--- config.mk ---
export PLATFORM = sky130hd
export DESIGN_NAME = fpadd_arbiter
export DESIGN_NICKNAME = d
export VERILOG_FILES = /design/src/rtl/fpadd_arbiter.sv
export SDC_FILE = /design/constraint.sdc
export NUM_CORES = 1
export LEC_CHECK = 0
export ABC_CLOCK_PERIOD_IN_PS = 1350
export BUFFER_PORTS_ARGS = -buffer_cell sky130_fd_sc_hd__buf_2
export CORE_AREA = 10 10 108 110
export DETAILED_ROUTE_END_ITERATION = 12
export DIE_AREA = 0 0 118 120
export PLACE_DENSITY = 0.61
export SYNTH_ARGS = -nofsm -noshare
export SYNTH_HDL_FRONTEND = slang
export SYNTH_SLANG_ARGS = --single-unit
--- constraint.sdc ---
create_clock -name clock -period 1.35 [get_ports clock]
set_input_delay 0.0675 -clock clock [delete_from_list [all_inputs] [get_ports clock]]
set_output_delay 0.0675 -clock clock [all_outputs]
set_load 0.01 [all_outputs]
--- src/rtl/fpadd_arbiter.sv ---
// Round-robin front end sharing one pipelined FP adder between two requesters.
// Optional FPADD_ARB_STATS_EN adds saturating grant/stall counters.
module fpadd_arbiter #(
  parameter int LATENCY = 3,
  parameter int WIDTH   = 32
) (
  input  logic             clock,
  input  logic             resetN,
  input  logic             req0_valid,
  input  logic [WIDTH-1:0] req0_a,
  input  logic [WIDTH-1:0] req0_b,
  output logic             req0_ready,
  input  logic             req1_valid,
  input  logic [WIDTH-1:0] req1_a,
  input  logic [WIDTH-1:0] req1_b,
  output logic             req1_ready,
  output logic             add_valid,
  output logic [WIDTH-1:0] add_a,
  output logic [WIDTH-1:0] add_b,
  input  logic             add_stall,
  input  logic [WIDTH-1:0] add_result,
  output logic             rsp0_valid,
  output logic [WIDTH-1:0] rsp0_result,
  output logic             rsp1_valid,
  output logic [WIDTH-1:0] rsp1_result,
  output logic             busy
`ifdef FPADD_ARB_STATS_EN
  ,
  output logic [15:0]      grant_count0,
  output logic [15:0]      grant_count1,
  output logic [15:0]      stall_count
`endif
);

  logic               last_grant;  // 1: requester 1 won the most recent transfer
  logic               grant0;
  logic               grant1;
  logic [LATENCY-1:0] tag_valid;
  logic [LATENCY-1:0] tag_owner;
  logic               last_valid;

  always_comb begin
    // NOTE: every signal written here gets a default first, so no path infers a latch.
    grant0 = 1'b0;
    grant1 = 1'b0;
    if (resetN && !add_stall) begin
      if (req0_valid && req1_valid) begin
        grant0 = last_grant;
        grant1 = !last_grant;
      end else begin
        grant0 = req0_valid;
        grant1 = req1_valid;
      end
    end
  end

  assign req0_ready = grant0;
  assign req1_ready = grant1;
  assign add_valid  = grant0 | grant1;
  assign add_a      = grant0 ? req0_a : (grant1 ? req1_a : '0);
  assign add_b      = grant0 ? req0_b : (grant1 ? req1_b : '0);

  always_ff @(posedge clock) begin
    // NOTE: sequential state uses non-blocking assignments; reset is sampled on the clock edge.
    if (!resetN) begin
      last_grant <= 1'b1;
      tag_valid  <= '0;
      tag_owner  <= '0;
    end else begin
      if (grant0) begin
        last_grant <= 1'b0;
      end else if (grant1) begin
        last_grant <= 1'b1;
      end
      // The tag pipe mirrors the adder: it advances only when the adder does.
      if (!add_stall) begin
        tag_valid[0] <= add_valid;
        tag_owner[0] <= grant1;
        for (int i = 1; i < LATENCY; i++) begin
          tag_valid[i] <= tag_valid[i-1];
          tag_owner[i] <= tag_owner[i-1];
        end
      end
    end
  end

  assign last_valid  = tag_valid[LATENCY-1] && !add_stall;
  assign rsp0_valid  = last_valid && !tag_owner[LATENCY-1];
  assign rsp1_valid  = last_valid && tag_owner[LATENCY-1];
  assign rsp0_result = rsp0_valid ? add_result : '0;
  assign rsp1_result = rsp1_valid ? add_result : '0;
  assign busy        = |tag_valid;

`ifdef FPADD_ARB_STATS_EN
  always_ff @(posedge clock) begin
    if (!resetN) begin
      grant_count0 <= '0;
      grant_count1 <= '0;
      stall_count  <= '0;
    end else begin
      if (grant0 && grant_count0 != 16'hFFFF) grant_count0 <= grant_count0 + 16'd1;
      if (grant1 && grant_count1 != 16'hFFFF) grant_count1 <= grant_count1 + 16'd1;
      if (add_stall && stall_count != 16'hFFFF) stall_count <= stall_count + 16'd1;
    end
  end
`endif

endmodule

==> flow_summary.json <==
{
  "status": "finished with violations",
  "failed_checks": "setup timing",
  "route.detailed.drc": 0,
  "startpoint": "last_grant",
  "cts_buffers": 3,
  "tns_ns": -4.88,
  "peakVddDrop_mv": 0.271,
  "regToRegEndpoint": "tag_owner[0]",
  "dr_total_vias": 2659,
  "synthCells": 179,
  "criticalPathCategory": "reg2out",
  "r2r-start": "last_grant",
  "antenna_found_initial": 1,
  "fin_skew_ns": 0.00136,
  "worst_setup_path_start_kind": "flip-flop",
  "cpPeakStageDelay_ns": 0.32,
  "area_delta_synth_final_pct": 152,
  "first_pass_iters": 5,
  "drv_slew": 0,
  "ctsHoldBuffers": 0,
  "cts_root_buf": "clkbuf_8",
  "arrival_ns": 1.39,
  "wl_um": 11900,
  "layoutNonFillerInstCount": 611,
  "utilization": 0.381,
  "setup_viol_count_final": 112,
  "synth_seq_area_share": 0.0973,
  "leakage_nw": 2.15,
  "die_h_um": 120,
  "grt_pass1_wl_um": 16600,
  "drive_gt1_frac": 0.746,
  "dp_slack_ns": 0.0365,
  "initialDrtViolationCount": 90,
  "placementRows": 36,
  "viasPerCell": 4.35,
  "core-area_sq_um": 9550,
  "dp_cells": 597,
  "powerDensity_nw_per_um2": 321,
  "initial_core_util": 0.151,
  "synth_warnings": 0,
  "ctsHtreeMaxLevel": 1,
  "crit_buf_inv": 2,
  "syn_area_sq_um": 1440,
  "avgSynthCellArea_sq_um": 8.05,
  "seq_area_sq_um": 144,
  "clk_latency_ns": 0.22,
  "cp-endpoint": "add_a[30]",
  "cp.required_ns": 1.28,
  "gp_congestion": 0.804,
  "crit_path_cell_trace": "nand2b_1, and3_4, buf_12, a22o_1, buf_2",
  "hpwl_um": 9510,
  "whs_ns": 0.142,
  "nNetsFinal": 643,
  "clk_pin_slew_ns": 0.04,
  "worstRegToRegCells": 4,
  "design.die.area_sq_um": 14200,
  "grt-ovfl-total": 0,
  "slowest_stage": "dfxtp_2",
  "multiInputGateArea_sq_um": 1230,
  "fmax_mhz": 684,
  "path_max_fanout": 20,
  "reg2reg_slack_ns": 0.30,
  "clock_path_buffers": 2,
  "hold_viol_final": 0,
  "synth_seq_cells": 7,
  "port_buffers": 298,
  "ios": 299,
  "cts.sinks": 7,
  "path_delay_family": "simple AND/OR/NAND/NOR gates",
  "routedWlPerCell_um": 19.4,
  "synth_cell_type_count": 20,
  "cap_violations": 0,
  "layout_common_cells": "buf_2, a22o_1, buf_6",
  "syn_nets": 344,
  "fill_cells": 1000,
  "tightest_slew_ns": 0.139,
  "grt_pass1_vias": 2833,
  "layout_commonest_cell": "buf_2",
  "slew_headroom": 0.904,
  "cts_tree": "built",
  "timing.final.crit_share": 1.08,
  "track_usage": 0.143,
  "rsz0062_at_grt": "yes",
  "die_w_um": 118,
  "min_period_ns": 1.46,
  "worstSetupEndpointType": "output pin",
  "ant_nets": 0,
  "hp-class": "in2reg",
  "cp.depth": 5,
  "setup_slack_ns": -0.111,
  "grt_max_degree": 34
}
-- kinds of logic after synthesis --
group           after synthesis  share of synthesized area
compound gates               68                      0.410
mux                           4                     0.0278
flops                         7                     0.0973
buf+inv                      21                      0.115
simple gates                 79                      0.350
-- cell type report --
type,instances,share of cell area
Multi-Input combinational cell,151,0.338
Tap cell,133,0.0458
Sequential cell,7,0.0396
Clock buffer,4,0.0124
Timing Repair Buffer,315,0.563
Antenna cell,1,0.000689
-- power breakdown --
part           switching [W]  internal (W)  total [W]
clock network      0.0000864      0.000204   0.000290
registers         0.00000482      0.000216   0.000221
logic               0.000284      0.000371   0.000654
total               0.000375      0.000790    0.00117
-- worst min path at each step --
stage	start	to	slack [ns]	cells after the start
after global placement	resetN	last_grant	0.38	3
after detailed placement	resetN	last_grant	0.38	3
final	resetN	last_grant	0.14	3
after CTS	resetN	last_grant	0.14	3
after global routing	resetN	last_grant	0.16	3
after floorplan	resetN	last_grant	0.13	1
-- cells in the mapped netlist --
| master | n | share of area |
|---|---|---|
| and2_1 | 65 | 0.28 |
| a22o_1 | 64 | 0.39 |
| buf_6 | 10 | 0.078 |
| dfxtp_1 | 7 | 0.097 |
| buf_2 | 6 | 0.021 |
| nor2b_1 | 5 | 0.022 |
| clkbuf_1 | 4 | 0.010 |
| mux2i_1 | 4 | 0.028 |
| nand2_1 | 2 | 0.0052 |
| o21a_1 | 2 | 0.010 |
| a31o_1 | 1 | 0.0061 |
| and2b_1 | 1 | 0.0052 |
| and3_1 | 1 | 0.0043 |
| and3_4 | 1 | 0.0078 |
| and3b_1 | 1 | 0.0061 |
| buf_4 | 1 | 0.0052 |
| nand2b_1 | 1 | 0.0043 |
| nor3b_2 | 1 | 0.0087 |
| o22ai_1 | 1 | 0.0043 |
| or3_1 | 1 | 0.0043 |
-- per-stage QoR --
stage	power (W)	area [sq um]
floorplan	0.000448	1440
global placement	0.000817	3070
detailed placement	0.000824	3070
CTS	0.00116	3360
global route	0.00124	3630
finish	0.00117	3630
-- sequential cells by signal, summed over array words and instances, names as in the netlist --
signal	cells
tag_owner	3
tag_valid	3
last_grant	1
-- tightest hold or removal path, cell delays in order --
cell and delay, ns:
buf_2 0.08, buf_4 0.13, nand2_1 0.05
-- metal layers --
layer | share of wire | vias to the layer above | GRT usage
met2 | 0.53 | 163 | 0.266
met1 | 0.37 | 1226 | 0.157
met5 | 0 | - | 0
met4 | 0.010 | 0 | 0.0147
li1 | - | 1258 | -
met3 | 0.090 | 12 | 0.0534
-- what timing repair did --
action,CTS,global route
gates resized for setup,24,70
pin swaps,26,22
setup buffers,5,0
endpoints found under the setup margin,96,130
gates cloned,4,2
Note: power is estimated with default switching activity, not from simulation.
